==> config.mk <==
export PLATFORM = sky130hd
export DESIGN_NAME = simd_issue_scheduler
export DESIGN_NICKNAME = d
export VERILOG_FILES = /design/src/rtl/simd_issue_scheduler.sv
export SDC_FILE = /design/constraint.sdc
export NUM_CORES = 1
export LEC_CHECK = 0
export BUFFER_PORTS_ARGS = -buffer_cell sky130_fd_sc_hd__buf_2
export CAP_MARGIN = 20
export CORE_MARGIN = 1
export CORE_UTILIZATION = 45
export DETAILED_ROUTE_END_ITERATION = 10
export PLACE_DENSITY = 0.72
export SKIP_CTS_REPAIR_TIMING = 1
export SYNTH_ARGS = -nofsm -noshare
export SYNTH_HDL_FRONTEND = slang
export SYNTH_SLANG_ARGS = --single-unit
==> constraint.sdc <==
create_clock -name clk -period 2.3 [get_ports clk]
set_input_delay 0.115 -clock clk [delete_from_list [all_inputs] [get_ports clk]]
set_output_delay 0.115 -clock clk [all_outputs]
set_load 0.05 [all_outputs]
==> src/rtl/simd_issue_scheduler.sv <==
`default_nettype none
// ============================================================================
//  Module   : simd_issue_scheduler
//  Purpose  : Round-robin dispatch of ALU instructions to NUM_SIMD SIMD units
//             with one outstanding instruction per SIMD, and serialisation of
//             per-SIMD completions onto a single retire port.
//  Revision : 1.0  initial release
// ============================================================================
module simd_issue_scheduler #(
    parameter int NUM_SIMD = 4,
    parameter int SEL_W    = 2
) (
    input  logic                  clk,
    input  logic                  rst,
    input  logic                  issue_valid,
    input  logic [5:0]            issue_wfid,
    output logic                  issue_ready,
    input  logic [NUM_SIMD-1:0]   simd_alu_ready,
    output logic [NUM_SIMD-1:0]   simd_alu_select,
    output logic [5:0]            simd_sel_wfid,
    input  logic [NUM_SIMD-1:0]   simd_instr_done,
    input  logic [6*NUM_SIMD-1:0] simd_instr_done_wfid,
    output logic                  retire_valid,
    output logic [5:0]            retire_wfid,
    output logic [SEL_W-1:0]      retire_simd,
    output logic [NUM_SIMD-1:0]   busy,
    output logic                  protocol_err
);

    localparam logic [NUM_SIMD-1:0] c_one = {{(NUM_SIMD-1){1'b0}}, 1'b1};

    // Index arithmetic modulo NUM_SIMD (NUM_SIMD need not be a power of two).
    function automatic logic [SEL_W-1:0] wrap_add(input logic [SEL_W-1:0] base, input int off);
        int sum;
        sum = int'(base) + off;
        if (sum >= NUM_SIMD) begin
            sum = sum - NUM_SIMD;
        end
        return SEL_W'(sum);
    endfunction

    logic [NUM_SIMD-1:0] r_select;
    logic [5:0]          r_sel_wfid;
    logic [NUM_SIMD-1:0] r_busy;
    logic [SEL_W-1:0]    r_grant_ptr;
    logic [NUM_SIMD-1:0] r_pending;
    logic [5:0]          r_pend_wfid [NUM_SIMD];
    logic [SEL_W-1:0]    r_retire_ptr;
    logic                r_retire_valid;
    logic [5:0]          r_retire_wfid;
    logic [SEL_W-1:0]    r_retire_simd;
    logic                r_protocol_err;

    logic [NUM_SIMD-1:0] w_elig;
    logic                w_accept;
    logic [SEL_W-1:0]    w_grant_idx;
    logic [NUM_SIMD-1:0] w_grant_onehot;
    logic                w_retire_found;
    logic [SEL_W-1:0]    w_retire_idx;
    logic [NUM_SIMD-1:0] w_retire_clr;
    logic                w_err_event;

    // A SIMD is eligible when ready, idle, and not being selected right now.
    assign w_elig      = simd_alu_ready & ~r_busy & ~r_select;
    assign issue_ready = |w_elig;
    assign w_accept    = issue_valid & issue_ready;

    // Grant search: first eligible index from grant_ptr upward with wrap.
    // Scanning offsets high-to-low lets the smallest offset win.
    always_comb begin
        w_grant_idx = '0;
        for (int k = NUM_SIMD - 1; k >= 0; k--) begin
            if (w_elig[wrap_add(r_grant_ptr, k)]) begin
                w_grant_idx = wrap_add(r_grant_ptr, k);
            end
        end
    end

    assign w_grant_onehot = w_accept ? (c_one << w_grant_idx) : '0;

    // Retire search: first pending index from retire_ptr upward with wrap.
    always_comb begin
        w_retire_found = 1'b0;
        w_retire_idx   = '0;
        for (int k = NUM_SIMD - 1; k >= 0; k--) begin
            if (r_pending[wrap_add(r_retire_ptr, k)]) begin
                w_retire_found = 1'b1;
                w_retire_idx   = wrap_add(r_retire_ptr, k);
            end
        end
    end

    assign w_retire_clr = w_retire_found ? (c_one << w_retire_idx) : '0;

    // Done on an idle SIMD, or done on a SIMD whose previous completion is
    // still waiting and not leaving this cycle, would lose information.
    assign w_err_event = (|(simd_instr_done & ~r_busy)) |
                         (|(simd_instr_done & r_pending & ~w_retire_clr));

    // Issue side: one-cycle select pulse, wfid, busy tracking and grant pointer.
    always_ff @(posedge clk or posedge rst) begin
        if (rst) begin
            r_select    <= '0;
            r_sel_wfid  <= '0;
            r_busy      <= '0;
            r_grant_ptr <= '0;
        end else begin
            r_select <= w_grant_onehot;
            r_busy   <= (r_busy & ~simd_instr_done) | w_grant_onehot;
            if (w_accept) begin
                r_sel_wfid  <= issue_wfid;
                r_grant_ptr <= wrap_add(w_grant_idx, 1);
            end
        end
    end

    // Completion side: capture into pending (capture beats retire-clear),
    // then present one pending completion per cycle.
    always_ff @(posedge clk or posedge rst) begin
        if (rst) begin
            r_pending      <= '0;
            r_retire_ptr   <= '0;
            r_retire_valid <= 1'b0;
            r_retire_wfid  <= '0;
            r_retire_simd  <= '0;
        end else begin
            r_pending      <= (r_pending & ~w_retire_clr) | simd_instr_done;
            r_retire_valid <= w_retire_found;
            if (w_retire_found) begin
                r_retire_wfid <= r_pend_wfid[w_retire_idx];
                r_retire_simd <= w_retire_idx;
                r_retire_ptr  <= wrap_add(w_retire_idx, 1);
            end
        end
    end

    // Per-SIMD completion wfid capture.
    for (genvar i = 0; i < NUM_SIMD; i++) begin : g_pend_wfid
        // Latch the SIMD's done wfid whenever it reports completion.
        always_ff @(posedge clk or posedge rst) begin
            if (rst) begin
                r_pend_wfid[i] <= '0;
            end else if (simd_instr_done[i]) begin
                r_pend_wfid[i] <= simd_instr_done_wfid[6*i +: 6];
            end
        end
    end

    // Sticky protocol error flag.
    always_ff @(posedge clk or posedge rst) begin
        if (rst) begin
            r_protocol_err <= 1'b0;
        end else begin
            r_protocol_err <= r_protocol_err | w_err_event;
        end
    end

    assign simd_alu_select = r_select;
    assign simd_sel_wfid   = r_sel_wfid;
    assign busy            = r_busy;
    assign retire_valid    = r_retire_valid;
    assign retire_wfid     = r_retire_wfid;
    assign retire_simd     = r_retire_simd;
    assign protocol_err    = r_protocol_err;

endmodule
`default_nettype wire

[After elaboration in Yosys (flattened, before gate mapping)]
Cells that the tools add are included.
Storage, ports and cells
  register bits: 56
Operators by class
  add/subtract/negate cells: 18
  $lt $le $gt $ge: 19
  shift operators: 2
  mux-type cells: 43
  bitwise gates (word level): 17
  reductions and logical operators: 3
Operators with widths (count)
  2-to-1 mux 2 bit: 18
  AND 4 bit: 7
  greater-or-equal comparator 3 bit (second input constant): 9
  less-than comparator 2 x 3 -> 1 bit (second input constant): 8
  subtractor 2 x 1 -> 2 bit (second input constant): 10
  binary-select mux 1 bit (select 2 bit): 8
  NOT 4 bit: 4
  adder 2 x 1 -> 3 bit (second input constant): 4
  adder 2 x 2 -> 3 bit (second input constant): 4
  binary-select mux 6 bit (select 2 bit): 1
  2-to-1 mux 1 bit: 12
  2-to-1 mux 6 bit: 2
  OR reduction 4 bit: 3
  2-to-1 mux 4 bit: 2
  bitwise OR 4 bit: 2
  left shift 1 x 2 -> 4 bit (first input constant): 2
  greater-or-equal comparator 2 x 3 -> 1 bit (second input constant): 2
  NOT 2 -> 3 bit: 1
  bitwise OR 1 bit: 2
  AND 1 bit: 1

[Depth between registers and ports, before layout]
  word-level depth: 16
  depth in mapped cells: 8
  mapped depth without buffers: 8

[Least setup slack after synthesis]
Ideal clock, no wire load.
  path type: register to register
  from: reg r_busy[2], in the netlist busy[2]
  to: reg r_grant_ptr[1]
  setup time: 0.125 ns
  data arrival time: 2.141 ns
  path slack: 0.034 ns
  cell stages (with the launch flop): 7
  path buffers: 2
  period minus slack after synthesis: 2.266 ns
  cell sequence: dfrtp_1 > nor3b_1 > or4_1 > buf_2 > and2_4 > buf_6 > mux2_4
On the way
  elaborated cells between the ends (all ways): 21
RTL lines
  from (decl): line 44  | logic [NUM_SIMD-1:0] r_busy;
  from (signal assigned): line 109  | r_busy <= (r_busy & ~simd_instr_done) | w_grant_onehot;
  NOT 4 bit: line 64  | assign w_elig = simd_alu_ready & ~r_busy & ~r_select;
  AND 4 bit (2 in series): line 64
  OR reduction 4 bit: line 65  | assign issue_ready = |w_elig;
  named net issue_ready: line 17  | output logic issue_ready,
  AND 1 bit: line 66  | assign w_accept = issue_valid & issue_ready;
  to (signal assigned): line 112  | r_grant_ptr <= wrap_add(w_grant_idx, 1);
  to (decl): line 45  | logic [SEL_W-1:0] r_grant_ptr;
The timed path passes the listed nets, and every way through them passes these cells. The select of a mux whose other input is x is not followed.
A chain may end at the register's enable or synchronous reset.

[Worst setup path after layout]
  from: reg r_busy[2], in the netlist busy[2]
  to: reg r_busy[1], in the netlist busy[1]
On the way
  longest elaborated chain between the ends: 12
  elaborated cells between the ends (all ways): 20
Ends and longest elaborated chain
  NOT 4 bit (*): line 64
  AND 4 bit (*) (2 in series): line 64
  binary-select mux 1 bit (select 2 bit): line 73  | if (w_elig[wrap_add(r_grant_ptr, k)]) begin
  2-to-1 mux 1 bit (implied by the code): line 73
  2-to-1 mux 2 bit (4 in series): line 73
  left shift 1 x 2 -> 4 bit: line 79  | assign w_grant_onehot = w_accept ? (c_one << w_grant_idx) : '0;
  2-to-1 mux 4 bit (*): line 79
  named net w_grant_onehot[1]: line 57  | logic [NUM_SIMD-1:0] w_grant_onehot;
  bitwise OR 4 bit (*): line 109
Mark *: on every way through the listed nets, which the timed path passes. The rest lies on a longest branch. The select of a mux whose other input is x is not followed.

==> results.rst <==
.. list-table::
   :header-rows: 1

   * - Metric
     - Value
   * - Result of the run
     - finished, final reports clean
   * - Number of different library cells in the post-synthesis netlist
     - 44
   * - Post-synthesis mux area share
     - 17.4%
   * - HPWL reported at the end of detailed placement
     - 3960 um
   * - Nets@finish
     - 328
   * - Syn avg cell area
     - 12.1 um^2
   * - Internal power summed over all cells
     - 0.00242 W
   * - Via count
     - 1885
   * - Row cnt
     - 27
   * - Post-synth top flop
     - sky130_fd_sc_hd__dfrtp_1
   * - Leakage power
     - 1.53 nW
   * - Switching Share
     - 45.4%
   * - Wire length per cell after detailed routing
     - 15.1 um
   * - Initial standard-cell utilization of the core
     - 47.5%
   * - Number of clock sinks
     - 56
   * - Antenna violations before repair
     - 0
   * - Post-route clock period utilization
     - 94.1%
   * - Data arrival at the endpoint of the critical path
     - 2.38 ns
   * - Combinational cell fraction of total power
     - 51.0%
   * - Vias in the first global route
     - 1807
   * - I/O pin cnt
     - 66
   * - PwrDens
     - 1400 nW/um^2
   * - GP Congestion
     - 0.853
   * - Final slew viol count
     - 0
   * - Biggest fanout along the worst timing path
     - 4
   * - Yosys synthesis warning count
     - 0
   * - Number of standard cells after synthesis
     - 218
   * - Vertical die dimension
     - 78.7 um
   * - Worst setup path class
     - register to register
   * - Share of the yosys chip area belonging to registers
     - 53.0%
   * - Adder and majority gate portion of the synthesized area
     - 1.89%
   * - Switching power summed over all nets
     - 0.00201 W
   * - Logic depth of the worst register-to-register path
     - 7
   * - Number of DRC markers in iteration 0
     - 83
   * - Final Worst Setup Slack
     - 0.136 ns
   * - Post-synthesis instance area
     - 2650 um^2
   * - Type of element launching the critical path
     - register
   * - Area fraction in compound gates after synthesis
     - 13.3%
   * - Die extent in x
     - 78.7 um
   * - Clock tree from TritonCTS
     - built
   * - Cells on Worst Hold Path
     - 2
   * - Endpoint of the worst register-to-register path
     - busy[1]
   * - Tmin final
     - 2.16 ns
   * - Antenna Cells
     - 0
   * - Global-route wire length before repair
     - 8690 um
   * - Count of final hold-check violations
     - 0
   * - Number of antenna-violating nets in the routed design
     - 0
   * - Placement Cell Area
     - 3030 um^2
   * - Setup repair after global routing missed its margin
     - no
   * - Post-DR vias/cell
     - 5.29
   * - Aggregate negative setup slack
     - 0 ns
   * - Number of DRC violations after detailed routing
     - 0
   * - Synthesized net count
     - 263
   * - Area of all placed cells without fillers
     - 3160 um^2
   * - Commonest cells after routing, fill and taps aside
     - sky130_fd_sc_hd__buf_2, sky130_fd_sc_hd__dfrtp_1, sky130_fd_sc_hd__mux2_2, sky130_fd_sc_hd__a21oi_1
   * - Type of the tightest min-delay check
     - primary input to register
   * - Area added between synthesis and finish
     - 19.5%
   * - GRT Total Usage
     - 18.3%
   * - Clock transition at the registers of the reported paths
     - 0.10 ns
   * - R2R Path Start
     - busy[2]
   * - Final global-route overflow total
     - 0
   * - Deepest level of the CTS H-tree
     - 2
   * - Clock root buffer
     - sky130_fd_sc_hd__clkbuf_8
   * - Post-Place Setup Slack
     - 0.134 ns
   * - Maximum clock frequency
     - 462 MHz
   * - Slowest stage cell on the critical path
     - sky130_fd_sc_hd__nor3b_1
   * - Simple-gate portion of the synthesized area
     - 10.3%
   * - Ys async rst share
     - 100%
   * - Core region area
     - 5570 um^2
   * - Worst Min Path Start
     - issue_wfid[2]
   * - Fraction of power consumed by the clock network
     - 14.8%
   * - Number of enable flip-flop cells after synthesis
     - 0
   * - Synth Area in XOR/XNOR
     - 0.331%
   * - Max IR drop VDD
     - 565 uV
   * - Synth Register Bits
     - 56
   * - Largest net degree at the start of global routing
     - 26
   * - Commonest non-fill, non-tap cell in the layout
     - sky130_fd_sc_hd__buf_2
   * - Worst-case headroom to the max-slew limit
     - 64.3%
   * - Sum of routed wire length over all layers
     - 5380 um
   * - Tightest hold margin
     - 0.0234 ns
   * - Worst-case register-to-register setup slack
     - 0.14 ns
   * - Clk_skew
     - 0.0103 ns
   * - TritonCTS Buffers
     - 5
   * - CP endpoint kind
     - register
   * - Port Buffers
     - 65
   * - Final count of negative-setup-slack endpoints
     - 0
   * - Ordered list of cells on the worst path
     - nor3b_1, o21ai_0, nor2b_1, or2_2, ha_1, and3_1, a21o_1
   * - Terminating pin of the worst hold path
     - simd_sel_wfid[2]
   * - Main combinational cell family by area after synthesis
     - multiplexers
   * - Total of max-cap violations
     - 0
   * - Share of total power in sequential cells
     - 34.2%
   * - Maximum clock insertion buffer count
     - 2
   * - Clk_lat worst skew
     - 0.31 ns
   * - Transition at the pin with the smallest max-transition slack
     - 0.534 ns
   * - Required time at the endpoint of the critical path
     - 2.52 ns
   * - Full die area
     - 6190 um^2
   * - Number of iterations in the first detailed-routing pass
     - 4
   * - Proportion of layout cells with a drive suffix above 1
     - 42.3%
   * - Largest stage delay on the critical path
     - 0.44 ns
-- cells in the mapped netlist, types with 2 or more instances --
| library cell | instances | area share, % |
|---|---|---|
| sky130_fd_sc_hd__buf_6 | 2 | 0.85 |
| sky130_fd_sc_hd__mux2_2 | 24 | 10 |
| sky130_fd_sc_hd__clkbuf_1 | 6 | 0.85 |
| sky130_fd_sc_hd__o21ai_0 | 8 | 1.5 |
| sky130_fd_sc_hd__mux2_4 | 7 | 4.0 |
| sky130_fd_sc_hd__buf_2 | 3 | 0.57 |
| sky130_fd_sc_hd__nand2b_1 | 3 | 0.71 |
| sky130_fd_sc_hd__inv_1 | 10 | 1.4 |
| sky130_fd_sc_hd__ha_1 | 4 | 1.9 |
| sky130_fd_sc_hd__mux2i_1 | 3 | 1.1 |
| sky130_fd_sc_hd__a21oi_1 | 14 | 2.6 |
| sky130_fd_sc_hd__a21o_1 | 8 | 2.3 |
| sky130_fd_sc_hd__nand3_1 | 6 | 1.1 |
| sky130_fd_sc_hd__nand2_1 | 9 | 1.3 |
| sky130_fd_sc_hd__dfrtp_1 | 56 | 53 |
| sky130_fd_sc_hd__a221o_1 | 5 | 1.9 |
| sky130_fd_sc_hd__nor3b_1 | 5 | 1.4 |
| sky130_fd_sc_hd__mux2_1 | 5 | 2.1 |
| sky130_fd_sc_hd__and3_1 | 5 | 1.2 |
| sky130_fd_sc_hd__o21a_1 | 2 | 0.57 |
| sky130_fd_sc_hd__nor2_1 | 8 | 1.1 |
| sky130_fd_sc_hd__a211oi_1 | 2 | 0.57 |
| sky130_fd_sc_hd__o211ai_1 | 2 | 0.57 |
-- cell type report --
type	instances	area [um^2]
multi-input combinational	140	1150
inverter	10	37.5
sequential	56	1400
fill	496	2410
clock inverter	3	46.3
timing repair buffer	70	365
clock buffer	5	68.8
tap	72	90.1
-- state kept, by name, summed over array words and instances (netlist names) --
register	count
retire_wfid	6
simd_alu_select	4
retire_simd	2
r_pending	4
simd_sel_wfid	6
r_grant_ptr	2
r_retire_ptr	2
busy	4
r_pend_wfid	24
retire_valid	1
protocol_err	1
-- worst max-delay path, delay by kind of cell (launching register included) --
family | cells | cell delay [ns]
AO/OA/AOI/OAI | 2 | 0.32
flip-flops | 1 | 0.42
adder cells (fa/ha/maj) | 1 | 0.19
AND/OR/NAND/NOR | 4 | 1.13
-- metal layers --
| metal | GRT usage [%] | part of all wire, % | vias up |
|---|---|---|---|
| met5 | 0 | 0 | - |
| met2 | 30.1 | 52 | 39 |
| li1 | - | - | 910 |
| met4 | 5.37 | 1.2 | 0 |
| met3 | 3.37 | 2.8 | 5 |
| met1 | 24.5 | 44 | 931 |
-- power by group through the flow --
stage / combinational [W] / clock, W / sequential, W
after floorplan: 0.00133 / 0 / 0.00197
after global placement: 0.00221 / 0 / 0.00151
after detailed placement: 0.00226 / 0 / 0.00152
after CTS: 0.00226 / 0.000672 / 0.00151
after global routing: 0.00244 / 0.000712 / 0.00156
final: 0.00226 / 0.000655 / 0.00151
-- through the flow --
step | total power, W | cells | util (%)
4_1_cts | 0.00444 | 355 | 56.4
5_1_grt | 0.00471 | 356 | 56.7
2_1_floorplan | 0.00330 | 218 | -
3_5_place_dp | 0.00378 | 347 | 54.3
3_3_place_gp | 0.00372 | 347 | 54.3
6_report | 0.00442 | 356 | 56.7
-- worst max-delay path by stage --
stage          slack [ns]              to  cells after the start     from
2_1_floorplan        0.03  r_grant_ptr[1]                      6  busy[2]
3_3_place_gp         0.27         busy[2]                      7  busy[1]
3_5_place_dp         0.13         busy[2]                      7  busy[1]
4_1_cts              0.12         busy[2]                      7  busy[1]
5_1_grt              0.06         busy[1]                      7  busy[2]
6_report             0.14         busy[1]                      7  busy[2]
-- cell families (layout without fill, tap and decap cells) --
group,Yosys count,count (layout)
adders and majority gates,4,4
buffers and inverters,22,88
AOI/OAI and AO/OA,49,49
muxes,39,39
DFF,56,56
xor gates and xnor gates,1,1
and+or+nand+nor,47,47
Note: power is estimated with default switching activity, not from simulation.
